**config.mk**
```make
export PLATFORM = sky130hd
export DESIGN_NAME = password_enroller_flat
export DESIGN_NICKNAME = d
export VERILOG_FILES = /design/src/rtl/password_enroller_if.sv /design/src/rtl/password_enroller.sv /design/src/flat_wrapper.sv
export SDC_FILE = /design/constraint.sdc
export NUM_CORES = 1
export LEC_CHECK = 0
export ABC_CLOCK_PERIOD_IN_PS = 8600
export BUFFER_PORTS_ARGS = -buffer_cell sky130_fd_sc_hd__buf_2
export CAP_MARGIN = 20
export CELL_PAD_IN_SITES_DETAIL_PLACEMENT = 1
export CELL_PAD_IN_SITES_GLOBAL_PLACEMENT = 2
export CORE_MARGIN = 1.5
export CORE_UTILIZATION = 30
export DETAILED_ROUTE_END_ITERATION = 8
export PLACE_DENSITY = 0.57
export SLEW_MARGIN = 25
export SYNTH_ARGS = -nofsm -noshare
export SYNTH_HDL_FRONTEND = slang
export SYNTH_SLANG_ARGS = --single-unit
```
**constraint.sdc**
```tcl
create_clock -name key -period 8.6 [get_ports key]
set_input_delay 0.43 -clock key [delete_from_list [all_inputs] [get_ports key]]
set_output_delay 0.43 -clock key [all_outputs]
set_load 0.01 [all_outputs]
```
**src/rtl/password_enroller_if.sv**
```systemverilog
// Switch-panel bus between the lock panel/checker and the password enroller.
// The master drives switches and the read address; the slave drives the table read and status.
interface password_enroller_if;
  logic [17:0] s;
  logic [3:0]  rd_idx;
  logic [15:0] rd_pw;
  logic        busy;
  logic        locked;
  logic [3:0]  slot;
  logic [2:0]  state;
  logic [2:0]  status;

  modport master (output s, rd_idx, input rd_pw, busy, locked, slot, state, status);
  modport slave  (input s, rd_idx, output rd_pw, busy, locked, slot, state, status);
endinterface

```
**src/rtl/password_enroller.sv**
```systemverilog
// Password table owner and key-stepped change-password sequencer.
// Define PASSWORD_ENROLLER_LOCKOUT_EN to enable failed-auth lockout.
module password_enroller #(
  parameter int MAX_FAILS    = 3,
  parameter int LOCK_PRESSES = 8
) (
  input  logic                 key,
  input  logic                 reset,
  password_enroller_if.slave   bus
);
  typedef enum logic [2:0] {IDLE = 3'd0, AUTH = 3'd1, NEW = 3'd2, CONFIRM = 3'd3, LOCKED = 3'd4} state_t;
  typedef enum logic [2:0] {ST_NONE = 3'd0, ST_OK = 3'd1, ST_AUTHFAIL = 3'd2, ST_MISMATCH = 3'd3,
                            ST_DUP = 3'd4, ST_ABORT = 3'd5, ST_LOCKOUT = 3'd6} status_t;

  // Factory table; element 0 is the rightmost entry.
  localparam logic [15:0][15:0] PW_DEF = {
    16'h0001, 16'h0202, 16'habcd, 16'hcdef, 16'hdaff, 16'h80a1, 16'h9090, 16'h8973,
    16'habab, 16'hbaba, 16'hf42a, 16'hc35f, 16'hc9c9, 16'h649b, 16'h459a, 16'hef93};

  if (MAX_FAILS < 1 || MAX_FAILS > 7 || LOCK_PRESSES < 1 || LOCK_PRESSES > 255) begin : g_param_err
    $error("password_enroller: MAX_FAILS or LOCK_PRESSES out of range");
  end

  logic [15:0] tbl [16];
  state_t      state, state_nxt;
  status_t     status, status_nxt;
  logic [3:0]  slot, slot_nxt;
  logic [15:0] pending, pend_nxt;
  logic        wr_en;
  logic [15:0] dup_hit;
  logic        dup, abort;
  logic [15:0] val;

  assign val   = bus.s[15:0];
  assign abort = bus.s[17];

  // A new password may match only its own slot, so the checker never sees two hits.
  for (genvar j = 0; j < 16; j++) begin : g_dup
    assign dup_hit[j] = (tbl[j] == val) && (slot != 4'(j));
  end
  assign dup = |dup_hit;

`ifdef PASSWORD_ENROLLER_LOCKOUT_EN
  logic [2:0] fail_cnt, fail_nxt;
  logic [7:0] lock_cnt, lock_nxt;
`endif

  always_comb begin
    state_nxt  = state;
    status_nxt = status;
    slot_nxt   = slot;
    pend_nxt   = pending;
    wr_en      = 1'b0;
`ifdef PASSWORD_ENROLLER_LOCKOUT_EN
    fail_nxt   = fail_cnt;
    lock_nxt   = lock_cnt;
`endif
    case (state)
      IDLE: if (bus.s[16]) begin
        slot_nxt   = bus.s[3:0];
        state_nxt  = AUTH;
        status_nxt = ST_NONE;
      end
      AUTH: begin
        if (abort) begin
          state_nxt  = IDLE;
          status_nxt = ST_ABORT;
        end else if (val == tbl[slot]) begin
          state_nxt = NEW;
`ifdef PASSWORD_ENROLLER_LOCKOUT_EN
          fail_nxt  = '0;
`endif
        end else begin
          state_nxt  = IDLE;
          status_nxt = ST_AUTHFAIL;
`ifdef PASSWORD_ENROLLER_LOCKOUT_EN
          fail_nxt   = fail_cnt + 3'd1;
          if (fail_nxt == 3'(MAX_FAILS)) begin
            state_nxt  = LOCKED;
            lock_nxt   = 8'(LOCK_PRESSES);
            status_nxt = ST_LOCKOUT;
          end
`endif
        end
      end
      NEW: begin
        state_nxt = IDLE;
        if (abort) status_nxt = ST_ABORT;
        else if (dup) status_nxt = ST_DUP;
        else begin
          pend_nxt  = val;
          state_nxt = CONFIRM;
        end
      end
      CONFIRM: begin
        state_nxt = IDLE;
        if (abort) status_nxt = ST_ABORT;
        else if (val == pending) begin
          wr_en      = 1'b1;
          status_nxt = ST_OK;
        end else status_nxt = ST_MISMATCH;
      end
`ifdef PASSWORD_ENROLLER_LOCKOUT_EN
      LOCKED: begin
        lock_nxt = lock_cnt - 8'd1;
        // lock_cnt of 0 cannot occur; treat it as expiry rather than wrapping.
        if (lock_cnt <= 8'd1) begin
          lock_nxt  = '0;
          fail_nxt  = '0;
          state_nxt = IDLE;
        end
      end
`endif
      default: state_nxt = IDLE;
    endcase
  end

  always_ff @(posedge key or posedge reset) begin
    if (reset) begin
      state   <= IDLE;
      status  <= ST_NONE;
      slot    <= '0;
      pending <= '0;
      for (int i = 0; i < 16; i++) tbl[i] <= PW_DEF[i];
`ifdef PASSWORD_ENROLLER_LOCKOUT_EN
      fail_cnt <= '0;
      lock_cnt <= '0;
`endif
    end else begin
      state   <= state_nxt;
      status  <= status_nxt;
      slot    <= slot_nxt;
      pending <= pend_nxt;
      if (wr_en) tbl[slot] <= pending;
`ifdef PASSWORD_ENROLLER_LOCKOUT_EN
      fail_cnt <= fail_nxt;
      lock_cnt <= lock_nxt;
`endif
    end
  end

  assign bus.rd_pw  = tbl[bus.rd_idx];
  assign bus.busy   = (state != IDLE);
  assign bus.slot   = slot;
  assign bus.state  = state;
  assign bus.status = status;
`ifdef PASSWORD_ENROLLER_LOCKOUT_EN
  assign bus.locked = (state == LOCKED);
`else
  assign bus.locked = 1'b0;
`endif
endmodule

```
**src/flat_wrapper.sv**
```systemverilog
// flat-port wrapper written by rule: the top's interface ports become plain ports
module password_enroller_flat 
#(
  parameter int MAX_FAILS    = 3,
  parameter int LOCK_PRESSES = 8
)
  (key, reset, bus_s, bus_rd_idx, bus_rd_pw, bus_busy, bus_locked, bus_slot, bus_state, bus_status);
  password_enroller_if bus_i ();
  input  logic key;
  input  logic reset;
  input wire logic [$bits(bus_i.s)-1:0] bus_s;
  input wire logic [$bits(bus_i.rd_idx)-1:0] bus_rd_idx;
  output wire logic [$bits(bus_i.rd_pw)-1:0] bus_rd_pw;
  output wire logic [$bits(bus_i.busy)-1:0] bus_busy;
  output wire logic [$bits(bus_i.locked)-1:0] bus_locked;
  output wire logic [$bits(bus_i.slot)-1:0] bus_slot;
  output wire logic [$bits(bus_i.state)-1:0] bus_state;
  output wire logic [$bits(bus_i.status)-1:0] bus_status;
  assign bus_i.s = bus_s;
  assign bus_i.rd_idx = bus_rd_idx;
  assign bus_rd_pw = bus_i.rd_pw;
  assign bus_busy = bus_i.busy;
  assign bus_locked = bus_i.locked;
  assign bus_slot = bus_i.slot;
  assign bus_state = bus_i.state;
  assign bus_status = bus_i.status;
  password_enroller #(.MAX_FAILS(MAX_FAILS), .LOCK_PRESSES(LOCK_PRESSES)) u_core (.key(key), .reset(reset), .bus(bus_i));
endmodule
```
# [Yosys cells after proc, flatten, opt, wreduce, memory -nomap -nowiden]
# Index checks and enable logic that the tools add are counted.
[classes] n_bitwise=4 eq_ne=39 mux=26 n_reduce_logical=25 order_cmp=3
[op_table] operator="$eq A16 B16 Y1" n=18
[op_table] operator="$bwmux W256" n=1
[op_table] operator="$bmux W16 S4" n=2
[op_table] operator="$mux W16" n=5
[op_table] operator="$demux W16 S4" n=1
[op_table] operator="$ne A4 B4 Y1 const B" n=8
[op_table] operator="$mux W3" n=9
[op_table] operator="$logic_and A1 B1 Y1" n=17
[op_table] operator="$ne A4 B3 Y1 const B" n=4
[op_table] operator="$reduce_or A16 Y1" n=1
[op_table] operator="$pmux W3 S4" n=1
[op_table] operator="$ge A5 B5 Y1 const B" n=2
[op_table] operator="$not A4 Y5" n=2
[op_table] operator="$pmux W3 S3" n=1
[op_table] operator="$ne A4 B2 Y1 const B" n=2
[op_table] operator="$reduce_bool A4 Y1" n=2
[op_table] operator="$eq A3 B2 Y1 const B" n=2
[op_table] operator="$mux W2" n=3
[op_table] operator="$lt A5 B1 Y1 const B" n=1
[op_table] operator="$ne A4 B1 Y1 const B" n=1
[op_table] operator="$reduce_and A4 Y1" n=1
[op_table] operator="$eq A3 B1 Y1 const B" n=1
[op_table] operator="$logic_not A3 Y1" n=1
[op_table] operator="$mux W1" n=3
[op_table] operator="7 further kinds" n=8
[totals] wordCells=117 ff_bits=282

# [Depth between registers and ports, before layout]
[depth] depth_word=8 ltp_mapped=12

# [Worst setup path before layout]
# No wires, ideal clock.
[synth_path] path_kind="flip-flop to flip-flop" from="register u_core.slot[0] (netlist: u_core.bus.slot[0])" to="register u_core.status[1] (netlist: u_core.bus.status[1])" path_buffers=2 period_less_slack_ps=3037 t_required_ps=8472 path_stages_with_launch=10 setup_slack_ps=5563 arrival_ps=2909 path_cell_list="dfrtp_1 -> buf_6 -> buf_8 -> mux4_2 -> mux4_2 -> xnor2_1 -> nand3b_1 -> or4_4 -> o211ai_2 -> mux2_1"
[synth_between] elab_chain_cells=7 word_cells_on_any_way=41 cone_classes="eq/ne: 18; mux: 3; bitwise: 1; reduce/logical: 19"
[synth_lines] item="start: declaration" line_no="password_enroller.sv:27" text="logic [3:0] slot, slot_nxt;"
[synth_lines] item="start signal: assignment" line_no="password_enroller.sv:132" text="slot <= slot_nxt;"
[synth_lines] item="$not A4 Y5 (implied by the code)" line_no="password_enroller.sv:68" text="end else if (val == tbl[slot]) begin"
[synth_lines] item="$bmux W16 S4" line_no="password_enroller.sv:68"
[synth_lines] item="$mux W16 (implied by the code) (2 in a row)" line_no="password_enroller.sv:68"
[synth_lines] item="$eq A16 B16 Y1" line_no="password_enroller.sv:68"
[synth_lines] item="$ne A3 B3 Y1 (no source line)"
[synth_lines] item="$reduce_and A4 Y1 (no source line) *"
[synth_lines] item="end signal: assignment" line_no="password_enroller.sv:131" text="status <= status_nxt;"
[synth_lines] item="end: declaration" line_no="password_enroller.sv:26" text="status_t status, status_nxt;"
# Mark *: on every way between the ends. The rest lies on a longest branch, timed or not. The select of a mux whose other input is x is not followed.
# A chain may end at the register's enable or synchronous reset.

# [Final worst setup path]
# Ends and elaborated chain as after synthesis.

==> summary.md <==
| Metric | Value |
|---|---|
| CTS Buf Count | `36` |
| Port bufs | `49` |
| Share of the synthesized area in the top cell type | `0.212` |
| Post-layout nets | `1,406` |
| Top cells by count, synth | `mux2_2 (272), xor2_1 (175), dfrtp_1 (155)` |
| CTS sink count | `281` |
| First-pass GRT wire length | `117,000 um` |
| Most frequent cell after synthesis | `mux2_2` |
| EDFF count, synth | `0` |
| Internal Power | `0.00239 W` |
| Post-CTS Setup Bufs | `0` |
| Drt wl/cell | `38.3 um` |
| Mapped Area | `0.0183 sq mm` |
| Initial core utilization | `0.303` |
| Sw Share | `0.296` |
| # IOs | `52` |
| CTS H-tree depth | `2` |
| Worst skew pair latency | `0.57 ns` |
| Pwr Total | `0.00340 W` |
| Clk pwr share | `0.461` |
| Top cell type by total area after synthesis | `dfrtp_1` |
| Highest ir drop seen on vdd | `123 uV` |
| RSZ-0062 raised after global routing | `false` |
| Hold Buf Count CTS | `0` |
| Slew HR | `0.301` |
| Top post-synthesis cells by area | `dfrtp_1 (21%), dfstp_2 (18%), mux2_2 (17%)` |
| Die W | `250 um` |
| Tmin final | `4.49 ns` |
| Async set or reset register ratio after synthesis | `1.00` |
| CTS clk-pin slew, worst paths | `0.07 ns` |
| P_sw | `0.00101 W` |
| Die height | `250 um` |
| Status | `finished clean` |
| CP Max Fanout | `31` |
| Synth warn | `0` |
| Max Fclk | `0.223 GHz` |
| Seq pwr share | `0.411` |
| Fin. Hold Viols | `0` |
| Startpoint types | `flip-flop` |
| Leak Pwr | `8.46 nW` |
| Nature of the critical path endpoint | `flip-flop` |
| Vias | `12,700` |
| Gr usage total | `0.272` |
| Comb power frac | `0.128` |
| Reg2reg path depth | `10` |
| Synth cell types | `56` |
| Setup_tns | `0 ns` |
| Seq cells post-synth | `281` |
| Setup Viol. Count Final | `0` |
| Overflow after GRT | `0` |
| DRC errors left | `0` |
| Pre-antenna DRT Iters | `5` |
| Final Wtd Congestion | `0.954` |
| Final WL | `84,000 um` |
| Area of the die | `0.0624 sq mm` |
| HP Class | `in2async` |
| Mean post-synth cell area | `13.1 sq um` |
| Syn Inst Count | `1,394` |
| Critical path data arrival time | `4.93 ns` |
| Period Utilization, post-route | `0.523` |
| Final clock skew | `0.0286 ns` |
| Antenna violations before repair | `3` |
| CP Data Required Time | `9.03 ns` |
| DP Wirelength | `60,900 um` |
| Core Footprint | `0.0602 sq mm` |
| Largest net degree at the start of global routing | `102` |
| Synth-to-layout area growth | `11.5%` |
| Maximum clock path buffer count | `3` |
| Main synth FF type | `dfrtp_1` |
| Via density | `5.79` |
| Seq/Total Area, Yosys | `0.394` |
| Number of global-route vias before repair | `13,300` |
| CP Class | `reg2reg` |
| CTS tree | `done` |
| Clk root buf | `clkbuf_16` |
| Max-cap violations | `0` |
| Layout cell share with drive strength beyond 1 | `0.496` |
| Worst-margin pin slew | `1.04 ns` |
| Pwr/cell area | `167 mW/mm^2` |
| DR iter-0 viols | `1,154` |
| Final Max Tran Viols | `0` |
| Std-Cell Rows | `90` |
| CTS-repair resized insts | `0` |
| Final ANT Viol Nets | `0` |
==> final cells by class <==
| type | count | area (sq um) |
|---|---|---|
| inverter | 7 | 33.8 |
| sequential | 281 | 7200 |
| tap | 782 | 978 |
| fill | 6318 | 39900 |
| timing repair buffer | 81 | 490 |
| clock buffer | 49 | 1010 |
| clock inverter | 17 | 173 |
| multi-input combinational | 975 | 10500 |
| antenna | 1 | 2.50 |
==> path summary, 6_finish.rpt <==
| path | to | from | slack [ns] |
|---|---|---|---|
| worst max-delay path | u_core.bus.status[1] | u_core.bus.slot[0] | 4.11 |
| min in group key | u_core.bus.state[0] | bus_s[16] | 0.14 |
| max in group asynchronous | u_core.bus.slot[2] | reset | 7.03 |
| worst min-delay path | u_core.bus.slot[0] | reset | 0.03 |
| worst min register to register | u_core.bus.status[2] | u_core.bus.status[2] | 0.53 |
| worst max register to register | u_core.bus.status[1] | u_core.bus.slot[0] | 4.11 |
==> through the flow <==
| step | std cells | hold slack [ns] | instance area [sq um] | setup slack [ns] | utilization |
|---|---|---|---|---|---|
| after floorplan | 1395 | 0.532 | 18300 | 0.628 | - |
| after global placement | 2126 | 0.506 | 19200 | 3.93 | 0.318 |
| after detailed placement | 2126 | 0.511 | 19200 | 4.15 | 0.318 |
| after CTS | 2192 | 0.0371 | 20300 | 4.11 | 0.338 |
| after global routing | 2192 | 0.0806 | 20400 | 3.96 | 0.338 |
| final | 2193 | 0.0285 | 20400 | 4.11 | 0.338 |
==> state kept, by name (all words and copies together) (netlist names) <==
name and cells:
u_core.bus.slot 4, u_core.bus.state 2, u_core.bus.status 3, u_core.pending 16, u_core.tbl 256
==> placed cells by master (no fill, tap or decap), drive strengths merged, types with 3 or more instances in the layout <==
cell	synthesis	final
mux2	273	273
clkinv	0	10
or4	4	4
a22o	5	5
a21oi	12	12
nor3	19	19
nand3	8	8
a22oi	7	7
dfstp	126	126
a221oi	5	5
buf	98	81
dfrtp	155	155
nor2b	5	5
nand2b	7	7
mux4	134	134
o21ai	12	12
xor2	175	175
nor2	28	28
inv	7	9
nor4	30	30
a2111oi	9	9
xnor2	115	115
mux2i	34	34
nand2	24	24
nand4	38	38
clkbuf	34	49
and2	3	3
bufinv	0	3
==> layer usage <==
metal	share of wire	up-vias	global-route usage	wire length, um
met5	0.00062	-	0	52
li1	-	5124	-	-
met3	0.041	107	0.0318	3440
met2	0.47	388	0.436	39400
met4	0.034	4	0.0852	2840
met1	0.46	7072	0.383	38300
==> critical path, stage by stage (launching register included) <==
cell,delay [ns]
dfrtp_4,0.76
buf_4,0.60
nor2b_1,0.72
a2111oi_0,0.24
nand3_1,0.12
o22ai_1,0.07
or4_1,0.47
or4_1,0.53
buf_4,0.29
o211ai_2,0.17
mux2_1,0.36
==> power groups by stage <==
| stage | Sequential [W] | Combinational (W) | Clock (W) |
|---|---|---|---|
| 5_1_grt | 0.00140 | 0.000450 | 0.00165 |
| 3_3_place_gp | 0.00142 | 0.000433 | 0 |
| 2_1_floorplan | 0.00136 | 0.000312 | 0 |
| 3_5_place_dp | 0.00142 | 0.000432 | 0 |
| 6_report | 0.00140 | 0.000434 | 0.00157 |
| 4_1_cts | 0.00139 | 0.000433 | 0.00160 |
==> cell families (layout without fill, tap and decap cells) <==
kind of cell / after synthesis / after routing / synth area share
buffers and inverters: 139 / 154 / 0.0363
flip-flops: 281 / 281 / 0.394
other: 1 / 3 / 0.000205
XOR/XNOR: 290 / 290 / 0.139
AO/OA/AOI/OAI: 67 / 67 / 0.0265
AND/OR/NAND/NOR: 175 / 175 / 0.0520
multiplexers: 441 / 441 / 0.352
Power figures use the tool's default switching activity.
